File: src/rtl/m_pkg.sv
// Shared types for the m packet matcher and its downstream packet FIFO.
// m_pkt_fifo honours optional macro M_PKT_FIFO_BUF_FILTER_EN (see m_pkt_fifo.sv).
package m_pkg;

    localparam int unsigned M_PKT_FIFO_DEPTH_W = 4;
    localparam int unsigned M_LEN_W            = 4;
    localparam int unsigned M_BUF_W            = 4;

    typedef logic [M_BUF_W-1:0] buffer_t;
    typedef logic [M_LEN_W-1:0] length_t;

    // Matcher output word: {sop, eop, length, data[63:0], buffer}
    typedef struct packed {
        logic        sop;
        logic        eop;
        length_t     length;
        logic [63:0] data;
        buffer_t     buffer;
    } out_t;

    typedef enum logic [1:0] {
        IDLE  = 2'd0,
        WRITE = 2'd1,
        DROP  = 2'd2
    } m_pkt_fifo_state_t;

endpackage

File: src/rtl/m_pkt_fifo_if.sv
// Ingress word stream plus egress valid/ready handshake of m_pkt_fifo.
interface m_pkt_fifo_if;
    import m_pkg::*;

    logic in_vld;
    out_t in;
    logic out_vld;
    out_t out;
    logic out_rdy;

    modport master (
        output in_vld,
        output in,
        input  out_vld,
        input  out,
        output out_rdy
    );

    modport slave (
        input  in_vld,
        input  in,
        output out_vld,
        output out,
        input  out_rdy
    );

endinterface

File: src/rtl/m_pkt_fifo_ram.sv
// Word storage for m_pkt_fifo: flop array, one sync write port, one async read port, no reset.
module m_pkt_fifo_ram
    import m_pkg::*;
#(
    parameter int unsigned DEPTH_W = M_PKT_FIFO_DEPTH_W
) (
    input  logic               clk,
    input  logic               i_we,
    input  logic [DEPTH_W-1:0] i_waddr,
    input  out_t               i_wdata,
    input  logic [DEPTH_W-1:0] i_raddr,
    output out_t               o_rdata
);

    localparam int unsigned DEPTH = 1 << DEPTH_W;

    out_t r_mem [DEPTH];

    // Write port: contents are only meaningful below the write pointer
    always_ff @(posedge clk) begin
        if (i_we) begin
            r_mem[i_waddr] <= i_wdata;
        end
    end

    assign o_rdata = r_mem[i_raddr];

endmodule

File: src/rtl/m_pkt_fifo.sv
// Store-and-forward packet FIFO behind the m matcher. Packets become visible
// only once their EOP word is stored; packets that cannot fit are dropped whole.
// Optional macro M_PKT_FIFO_BUF_FILTER_EN: silently discard packets whose EOP
// buffer is zero and count them on stat_filt_cnt_r.
module m_pkt_fifo
    import m_pkg::*;
#(
    parameter int unsigned DEPTH_W = M_PKT_FIFO_DEPTH_W,
    parameter int unsigned CNT_W   = 16
) (
    input  logic               clk,
    input  logic               rst,
    m_pkt_fifo_if.slave        bus,
    output logic [CNT_W-1:0]   stat_drop_cnt_r,
    output logic [DEPTH_W:0]   stat_occ_r
`ifdef M_PKT_FIFO_BUF_FILTER_EN
    ,
    output logic [CNT_W-1:0]   stat_filt_cnt_r
`endif
);

    localparam logic [DEPTH_W:0] PTR_DEPTH = {1'b1, {DEPTH_W{1'b0}}};
    localparam logic [DEPTH_W:0] PTR_ONE   = {{DEPTH_W{1'b0}}, 1'b1};

    m_pkt_fifo_state_t r_state;
    m_pkt_fifo_state_t w_state_nxt;

    logic [DEPTH_W:0]   r_wr_ptr;
    logic [DEPTH_W:0]   r_cm_ptr;
    logic [DEPTH_W:0]   r_rd_ptr;
    logic [DEPTH_W:0]   w_wr_nxt;
    logic [DEPTH_W:0]   w_cm_nxt;
    logic [DEPTH_W:0]   w_rd_nxt;
    logic [DEPTH_W-1:0] w_wr_addr;
    logic               w_wr_en;
    logic               w_eop_acc;
    logic [1:0]         w_drop_inc;
    logic               w_full_wr;
    logic               w_full_cm;
    logic               w_empty;
    logic               w_out_vld;
    logic               w_rd_fire;
    logic               w_filt_hit;
    logic [CNT_W:0]     w_drop_sum;
    out_t               w_rd_data;

    logic [CNT_W-1:0]   r_drop_cnt;
    logic [DEPTH_W:0]   r_occ;

    m_pkt_fifo_ram #(
        .DEPTH_W (DEPTH_W)
    ) u_ram (
        .clk     (clk),
        .i_we    (w_wr_en),
        .i_waddr (w_wr_addr),
        .i_wdata (bus.in),
        .i_raddr (r_rd_ptr[DEPTH_W-1:0]),
        .o_rdata (w_rd_data)
    );

    // Full for continuing a packet counts uncommitted words; full for a new
    // SOP is judged after discarding any unfinished packet (wr_ptr == cm_ptr).
    assign w_full_wr = (r_wr_ptr - r_rd_ptr) == PTR_DEPTH;
    assign w_full_cm = (r_cm_ptr - r_rd_ptr) == PTR_DEPTH;
    assign w_empty   = (r_rd_ptr == r_cm_ptr);
    assign w_out_vld = !w_empty;
    assign w_rd_fire = w_out_vld && bus.out_rdy;
    assign w_rd_nxt  = w_rd_fire ? (r_rd_ptr + PTR_ONE) : r_rd_ptr;

    assign bus.out_vld = w_out_vld;
    assign bus.out     = w_rd_data;

`ifdef M_PKT_FIFO_BUF_FILTER_EN
    logic             w_filt_inc;
    logic [CNT_W:0]   w_filt_sum;
    logic [CNT_W-1:0] r_filt_cnt;
    assign w_filt_hit = (bus.in.buffer == '0);
`else
    assign w_filt_hit = 1'b0;
`endif

    // Write FSM: next state, write strobe, pointer updates, drop/filter events
    always_comb begin
        w_state_nxt = r_state;
        w_wr_en     = 1'b0;
        w_wr_addr   = r_wr_ptr[DEPTH_W-1:0];
        w_wr_nxt    = r_wr_ptr;
        w_cm_nxt    = r_cm_ptr;
        w_drop_inc  = 2'd0;
        w_eop_acc   = 1'b0;
`ifdef M_PKT_FIFO_BUF_FILTER_EN
        w_filt_inc  = 1'b0;
`endif
        if (bus.in_vld) begin
            if (bus.in.sop) begin
                // A SOP in any state restarts from the commit point; an open
                // packet is abandoned first, so two drops can land in one cycle.
                if (r_state == WRITE) begin
                    w_drop_inc = w_drop_inc + 2'd1;
                    w_wr_nxt   = r_cm_ptr;
                end
                if (w_full_cm) begin
                    w_drop_inc  = w_drop_inc + 2'd1;
                    w_state_nxt = bus.in.eop ? IDLE : DROP;
                end else begin
                    w_wr_en     = 1'b1;
                    w_wr_addr   = r_cm_ptr[DEPTH_W-1:0];
                    w_wr_nxt    = r_cm_ptr + PTR_ONE;
                    w_eop_acc   = bus.in.eop;
                    w_state_nxt = bus.in.eop ? IDLE : WRITE;
                end
            end else begin
                case (r_state)
                    WRITE: begin
                        if (w_full_wr) begin
                            w_wr_nxt    = r_cm_ptr;
                            w_drop_inc  = 2'd1;
                            w_state_nxt = bus.in.eop ? IDLE : DROP;
                        end else begin
                            w_wr_en   = 1'b1;
                            w_wr_nxt  = r_wr_ptr + PTR_ONE;
                            w_eop_acc = bus.in.eop;
                            if (bus.in.eop) begin
                                w_state_nxt = IDLE;
                            end
                        end
                    end
                    DROP: begin
                        if (bus.in.eop) begin
                            w_state_nxt = IDLE;
                        end
                    end
                    default: ;
                endcase
            end
        end
        // Completing a packet either commits it or, when filtered, rewinds
        // without writing the EOP word.
        if (w_eop_acc) begin
            if (w_filt_hit) begin
                w_wr_en  = 1'b0;
                w_wr_nxt = r_cm_ptr;
`ifdef M_PKT_FIFO_BUF_FILTER_EN
                w_filt_inc = 1'b1;
`endif
            end else begin
                w_cm_nxt = w_wr_nxt;
            end
        end
    end

    assign w_drop_sum = {1'b0, r_drop_cnt} + (CNT_W+1)'(w_drop_inc);

    // FSM state register
    always_ff @(posedge clk or negedge rst) begin
        if (!rst) begin
            r_state <= IDLE;
        end else begin
            r_state <= w_state_nxt;
        end
    end

    // Pointers, saturating drop counter and occupancy
    always_ff @(posedge clk or negedge rst) begin
        if (!rst) begin
            r_wr_ptr   <= '0;
            r_cm_ptr   <= '0;
            r_rd_ptr   <= '0;
            r_drop_cnt <= '0;
            r_occ      <= '0;
        end else begin
            r_wr_ptr   <= w_wr_nxt;
            r_cm_ptr   <= w_cm_nxt;
            r_rd_ptr   <= w_rd_nxt;
            r_drop_cnt <= w_drop_sum[CNT_W] ? '1 : w_drop_sum[CNT_W-1:0];
            r_occ      <= w_wr_nxt - w_rd_nxt;
        end
    end

    assign stat_drop_cnt_r = r_drop_cnt;
    assign stat_occ_r      = r_occ;

`ifdef M_PKT_FIFO_BUF_FILTER_EN
    assign w_filt_sum = {1'b0, r_filt_cnt} + {{CNT_W{1'b0}}, w_filt_inc};

    // Saturating count of packets discarded by the buffer filter
    always_ff @(posedge clk or negedge rst) begin
        if (!rst) begin
            r_filt_cnt <= '0;
        end else begin
            r_filt_cnt <= w_filt_sum[CNT_W] ? '1 : w_filt_sum[CNT_W-1:0];
        end
    end

    assign stat_filt_cnt_r = r_filt_cnt;
`endif

endmodule

File: src/flat_wrapper.sv
// flat-port wrapper written by rule: the top's interface ports become plain ports
module m_pkt_fifo_flat import m_pkg::*;
#(
    parameter int unsigned DEPTH_W = M_PKT_FIFO_DEPTH_W,
    parameter int unsigned CNT_W   = 16
)
  (clk, rst, stat_drop_cnt_r, stat_occ_r, bus_in_vld, bus_in, bus_out_vld, bus_out, bus_out_rdy);
  m_pkt_fifo_if bus_i ();
  input  logic clk;
  input  logic rst;
  output logic [CNT_W-1:0] stat_drop_cnt_r;
  output logic [DEPTH_W:0] stat_occ_r;
  input wire logic [$bits(bus_i.in_vld)-1:0] bus_in_vld;
  input wire logic [$bits(bus_i.in)-1:0] bus_in;
  output wire logic [$bits(bus_i.out_vld)-1:0] bus_out_vld;
  output wire logic [$bits(bus_i.out)-1:0] bus_out;
  input wire logic [$bits(bus_i.out_rdy)-1:0] bus_out_rdy;
  assign bus_i.in_vld = bus_in_vld;
  assign bus_i.in = bus_in;
  assign bus_out_vld = bus_i.out_vld;
  assign bus_out = bus_i.out;
  assign bus_i.out_rdy = bus_out_rdy;
  m_pkt_fifo #(.DEPTH_W(DEPTH_W), .CNT_W(CNT_W)) u_core (.clk(clk), .rst(rst), .bus(bus_i), .stat_drop_cnt_r(stat_drop_cnt_r), .stat_occ_r(stat_occ_r));
endmodule
File: config.mk
export PLATFORM = sky130hd
export DESIGN_NAME = m_pkt_fifo_flat
export DESIGN_NICKNAME = d
export VERILOG_FILES = /design/src/rtl/m_pkg.sv /design/src/rtl/m_pkt_fifo_if.sv /design/src/rtl/m_pkt_fifo_ram.sv /design/src/rtl/m_pkt_fifo.sv /design/src/flat_wrapper.sv
export SDC_FILE = /design/constraint.sdc
export NUM_CORES = 1
export LEC_CHECK = 0
export CORE_ASPECT_RATIO = 0.7
export CORE_MARGIN = 5
export CORE_UTILIZATION = 55
export DETAILED_ROUTE_END_ITERATION = 12
export PLACE_DENSITY = 0.82
export SYNTH_ARGS = -nofsm -noshare
export SYNTH_HDL_FRONTEND = slang
export SYNTH_SLANG_ARGS = --single-unit
File: constraint.sdc
create_clock -name clk -period 9.32 [get_ports clk]
set_clock_uncertainty 0.15 [all_clocks]
set_input_delay 2.796 -clock clk [delete_from_list [all_inputs] [get_ports clk]]
set_output_delay 2.796 -clock clk [all_outputs]
set_load 0.05 [all_outputs]
## Yosys cells after proc, flatten, opt, wreduce, memory -nomap -nowiden

Memories as Yosys holds them, arrays and structs flattened.
Cells that the tools add are included.

| word-level totals | value |
|---|---|
| output and inout port bits | 96 |
| flip-flop bits (word level) | 38 |
| input bits | 78 |
| RAM bits | 1184 |
| memories kept | 1 |

Memories:

| memory | depth | bits a word | rd ports | clocked after memory_dff | write ports | RTL line | source |
|---|---|---|---|---|---|---|---|
| u_core.u_ram.r_mem | 16 | 74 | 1 | 0 | 1 | m_pkt_fifo_ram.sv:17 | `out_t r_mem [DEPTH];` |

| cells by class | value |
|---|---|
| mux-type cells | 38 |
| equality and inequality tests | 5 |
| add/sub/neg operators | 8 |
| reductions and logical operators | 4 |

Operator list:

| kind | count |
|---|---|
| 5-bit 2-to-1 mux | 7 |
| 2-bit 2-to-1 mux | 11 |
| 16-bit by 2-bit adder with 17-bit output | 1 |
| 16-bit 2-to-1 mux | 1 |
| 5-bit by 1-bit adder with 5-bit output, second input constant | 3 |
| 1-bit 2-to-1 mux | 15 |
| 5-bit subtractor | 3 |
| 4-bit 2-to-1 mux | 3 |
| 5-bit equality test, second input constant | 2 |
| 5-bit equality test | 1 |
| 2-bit case mux with 2 select lines | 1 |
| 3-bit nonzero test | 1 |
| 2-bit by 1-bit adder with 2-bit output, second input constant | 1 |
| 2-bit by 1-bit equality test with 1-bit output, second input constant | 1 |
| 2-bit equality test, second input constant | 1 |
| 2-bit AND reduction | 1 |
| 1-bit logical AND | 1 |
| 1-bit logical NOT | 1 |

## Depth between registers and ports, before layout

| depth | value |
|---|---|
| depth after elaboration | 10 |
| mapped depth | 22 |

## Cells and area by module

A second synthesis with hierarchy kept.

| second synthesis, totals | value |
|---|---|
| cell total of the unflattened synthesis | 2093 |
| area total of the unflattened synthesis | 46728.6 µm² |

Modules (own cells, without submodules):

| module | sequential area each (µm²) | area an instance (µm²) | instances | cells each |
|---|---|---|---|---|
| m_pkt_fifo_ram | 35554.1 | 44272.5 | 1 | 1827 |
| m_pkt_fifo | 950.9 | 2456.1 | 1 | 266 |

## Worst setup path before layout

OpenSTA, ideal clock, no wires.

| path | value |
|---|---|
| path type | input -> register |
| start | input port bus_in[73] |
| end | memory u_core.u_ram.r_mem[5][0] (netlist bit), enable pin |
| arrival | 7075 ps |
| path slack | 1588 ps |
| library setup time | 507 ps |
| stages on the path | 6 |
| buffers on the path | 1 |
| cells stage by stage | clkbuf_1 > o31ai_1 > a21o_1 > or4_1 > o31a_1 > nor2_1 |

| on the way | value |
|---|---|
| longest elaborated chain between the ends | 4 |

Ends and longest elaborated chain:

| element | RTL line | source |
|---|---|---|
| start, declared | flat_wrapper.sv:14 | `input wire logic [$bits(bus_i.in)-1:0] bus_in;` |
| 1-bit 2-to-1 mux | m_pkt_fifo.sv:95 | `if (bus.in.sop) begin` |
| 1-bit 2-to-1 mux | m_pkt_fifo.sv:94 | `if (bus.in_vld) begin` |
| 1-bit 2-to-1 mux | m_pkt_fifo_ram.sv:21 | `if (i_we) begin` |
| 1-bit 2-to-1 mux (not written as such) | m_pkt_fifo_ram.sv:22 | `r_mem[i_waddr] <= i_wdata;` |
| end, declared | m_pkt_fifo_ram.sv:17 |  |

Several ways; a longest one is shown, not always the timed one.

## Final worst setup path

| path | value |
|---|---|
| start | register u_core.r_rd_ptr[0] |
| end | output port bus_out[59] |

| on the way | value |
|---|---|
| longest elaborated chain between the ends | 1 |

Ends and longest elaborated chain:

| element | RTL line | source |
|---|---|---|
| start, declared | m_pkt_fifo.sv:30 | `logic [DEPTH_W:0] r_rd_ptr;` |
| start signal, assigned | m_pkt_fifo.sv:174 | `r_rd_ptr <= w_rd_nxt;` |
| memory 16 x 74 bit | -- |  |
| end, declared | flat_wrapper.sv:16 | `output wire logic [$bits(bus_i.out)-1:0] bus_out;` |

No other way between the ends.

==> metrics <==
initial antenna violation count 7; RD Place Congestion 0.9020; Post-CTS Setup Bufs 0; Synth Instances 1947; Slew @ Worst Pin 1.005 ns; Slew headroom 0.3285; Antenna Nets Post-Route 0; die area 0.09133 mm^2; met2 WL post-DR 54450 um; WL met1 39820 um; total wire length 105300 um; RSZ-0062 raised after global routing false; area delta synth->final 14.79%; I/O pin total 174; Cell variety after synth 53; Lkg Pwr 16.87 nW; Crit path top cell by count mux4_2; CTS buffer count 107; global-route wire length before repair 155000 um; initial core utilization 0.5558; Arr. time, crit path 4.34 ns; Reg clk slew, reported paths 0.07 ns; Worst path slowest cell dfrtp_4; Critical Path Source Type flop; Worst Setup Path Type reg2out; vias in the first global route 22710; register bit count reported by yosys 1222; Post-synth EDFFs 1184; commonest cells after routing, fill and taps aside edfxtp_1 (1184), mux4_2 (370), clkdlybuf4s50_1 (173); post-CTS sizing 0; Synth Area per Inst 24.10 um^2; CP Cell Sequence buf_4 > mux4_2 > mux4_2 > clkdlybuf4s50_1; Worst IR Drop VDD 0.3586 mV; setup TNS 0 ns; register area share after synthesis 0.7781; register share of total power 0.392; fillers 5304; largest net degree at the start of global routing 117; synth warn 0; Final Hold Vio Count 0; drt first-iter violations 2845; fin. max-slew vios 0; post-DP HPWL 53200 um; fin nets 2276; # Max-Cap Violations 0; Hold-fix buffers, CTS 0; clk root buf clkbuf_16; Final Setup Violations 0; commonest non-fill, non-tap cell in the layout edfxtp_1; Die Width 359.1 um; Max Used Layer met5; core area 0.08441 mm^2; Skew-Pair Late Insertion Delay 0.70 ns; Die Ht 254.4 um; clock power share 0.266; PwrDens 317.1 mW/mm^2; htree depth 3; Async SR Flop Fraction 0.03110; GRT Util Overall 0.2323; Pre-Repair DR Iteration Count 5; CP Capture Type primary output; clock buffer depth 3; final period utilization 0.7817; vias per cell 6.434; syn nets 2045; Data required, critical path 6.37 ns; wire length per cell 30.89 um; met3 WL 9412 um; switching power 0.005641 W; Int Pwr 0.01144 W; switching share of power 0.3303; status finished clean; slowest stage delay, CP 1.06 ns; # rows 89; Worst Hold Class reg2reg; total number of vias 21940; # DRC 0; worst hold slack 0.3748 ns; crit path time final 7.285 ns; FMAX 0.1373 GHz; mapped cell area 0.04691 mm^2; combinational share of power 0.343; Sink Count 1222; IO buf count 173; layout cells sized above 1 0.2649; Crit Path Max Fanout 45; GRT Residual Overflow 0; top_reg_cell synth edfxtp_1; CTS tree built
-- power by group through the flow --
| stage | registers [W] | clock network [W] | logic [W] |
|---|---|---|---|
| floorplan | 0.00669 | 0 | 0.00425 |
| global placement | 0.00676 | 0 | 0.00580 |
| detailed placement | 0.00679 | 0 | 0.00589 |
| CTS | 0.00669 | 0.00459 | 0.00595 |
| global route | 0.00671 | 0.00486 | 0.00615 |
| finish | 0.00669 | 0.00454 | 0.00586 |
-- Yosys cell counts (7+ instances only) --
cell type	instances	area share
mux4_2	370	0.18
dfrtp_1	38	0.020
edfxtp_1	1184	0.76
nor3_1	10	0.0011
a21oi_1	13	0.0014
xnor2_1	13	0.0024
o21ai_0	13	0.0014
nor2_1	36	0.0029
o31ai_1	7	0.0011
nand3_1	19	0.0020
ha_1	18	0.0048
xor2_1	11	0.0021
inv_1	22	0.0018
clkbuf_1	59	0.0047
buf_1	11	0.00088
buf_2	24	0.0026
nand2_1	30	0.0024
-- final timing paths --
path | from | to | cells after the start | slack, ns
worst max register to register | u_core.r_rd_ptr[3] | u_core.stat_drop_cnt_r[0] | 18 | 3.67
worst min-delay path | u_core.r_state[1] | u_core.r_state[1] | 1 | 0.37
max in group asynchronous | rst | u_core.r_rd_ptr[0] | 2 | 6.22
worst min register to register | u_core.r_state[1] | u_core.r_state[1] | 1 | 0.37
min in group asynchronous | rst | u_core.stat_drop_cnt_r[10] | 2 | 2.43
worst max-delay path | u_core.r_rd_ptr[0] | bus_out[59] | 4 | 2.03
-- cell families after synthesis --
logic type | after synthesis | synth area share
AND/OR/NAND/NOR | 125 | 0.01291
XOR/XNOR | 26 | 0.005174
flip-flops | 1222 | 0.7781
buffers and inverters | 116 | 0.009921
adder cells (fa/ha/maj) | 20 | 0.005654
AO/OA/AOI/OAI | 63 | 0.009442
multiplexers | 375 | 0.1788
-- cell type report --
class / instances / area [um^2] / area share
Antenna cell: 4 / 10.01 / 0.0001859
Clock buffer: 128 / 2778 / 0.05158
Clock inverter: 72 / 797.0 / 0.01480
Inverter: 22 / 87.58 / 0.001626
Multi-Input combinational cell: 609 / 10060 / 0.1869
Sequential cell: 1222 / 36520 / 0.6780
Tap cell: 1137 / 1423 / 0.02642
Timing Repair Buffer: 216 / 2180 / 0.04047
-- registers in the layout, summed over array words and instances, names as in the netlist --
name / flops
u_core.r_cm_ptr: 5
u_core.r_wr_ptr: 5
u_core.u_ram.r_mem: 1184
u_core.r_state: 2
u_core.r_rd_ptr: 5
u_core.stat_occ_r: 5
u_core.stat_drop_cnt_r: 16
-- worst max-delay path, delay by kind of cell (launching register included) --
family	cells	cell delay, ns
DFF	1	1.06
muxes	2	1.11
buffers and inverters	2	1.40
-- per-stage QoR --
step / utilization / total power, W / instances / worst slack [ns] / instance area [um^2]
finish: 0.6380 / 0.01708 / 3410 / 2.035 / 53860
global route: 0.6379 / 0.01772 / 3406 / 1.757 / 53850
CTS: 0.6379 / 0.01723 / 3406 / 1.899 / 53850
detailed placement: 0.5956 / 0.01268 / 3206 / 1.975 / 50270
global placement: 0.5956 / 0.01256 / 3206 / 2.251 / 50270
floorplan: - / 0.01094 / 1947 / 1.588 / 46920
-- metal layers --
metal	vias to the layer above	GRT usage
met5	-	0
met4	10	0.04056
met3	164	0.05125
met2	1258	0.3969
met1	11680	0.3207
li1	8828	-
No activity file was read; power rests on OpenSTA's default activity.
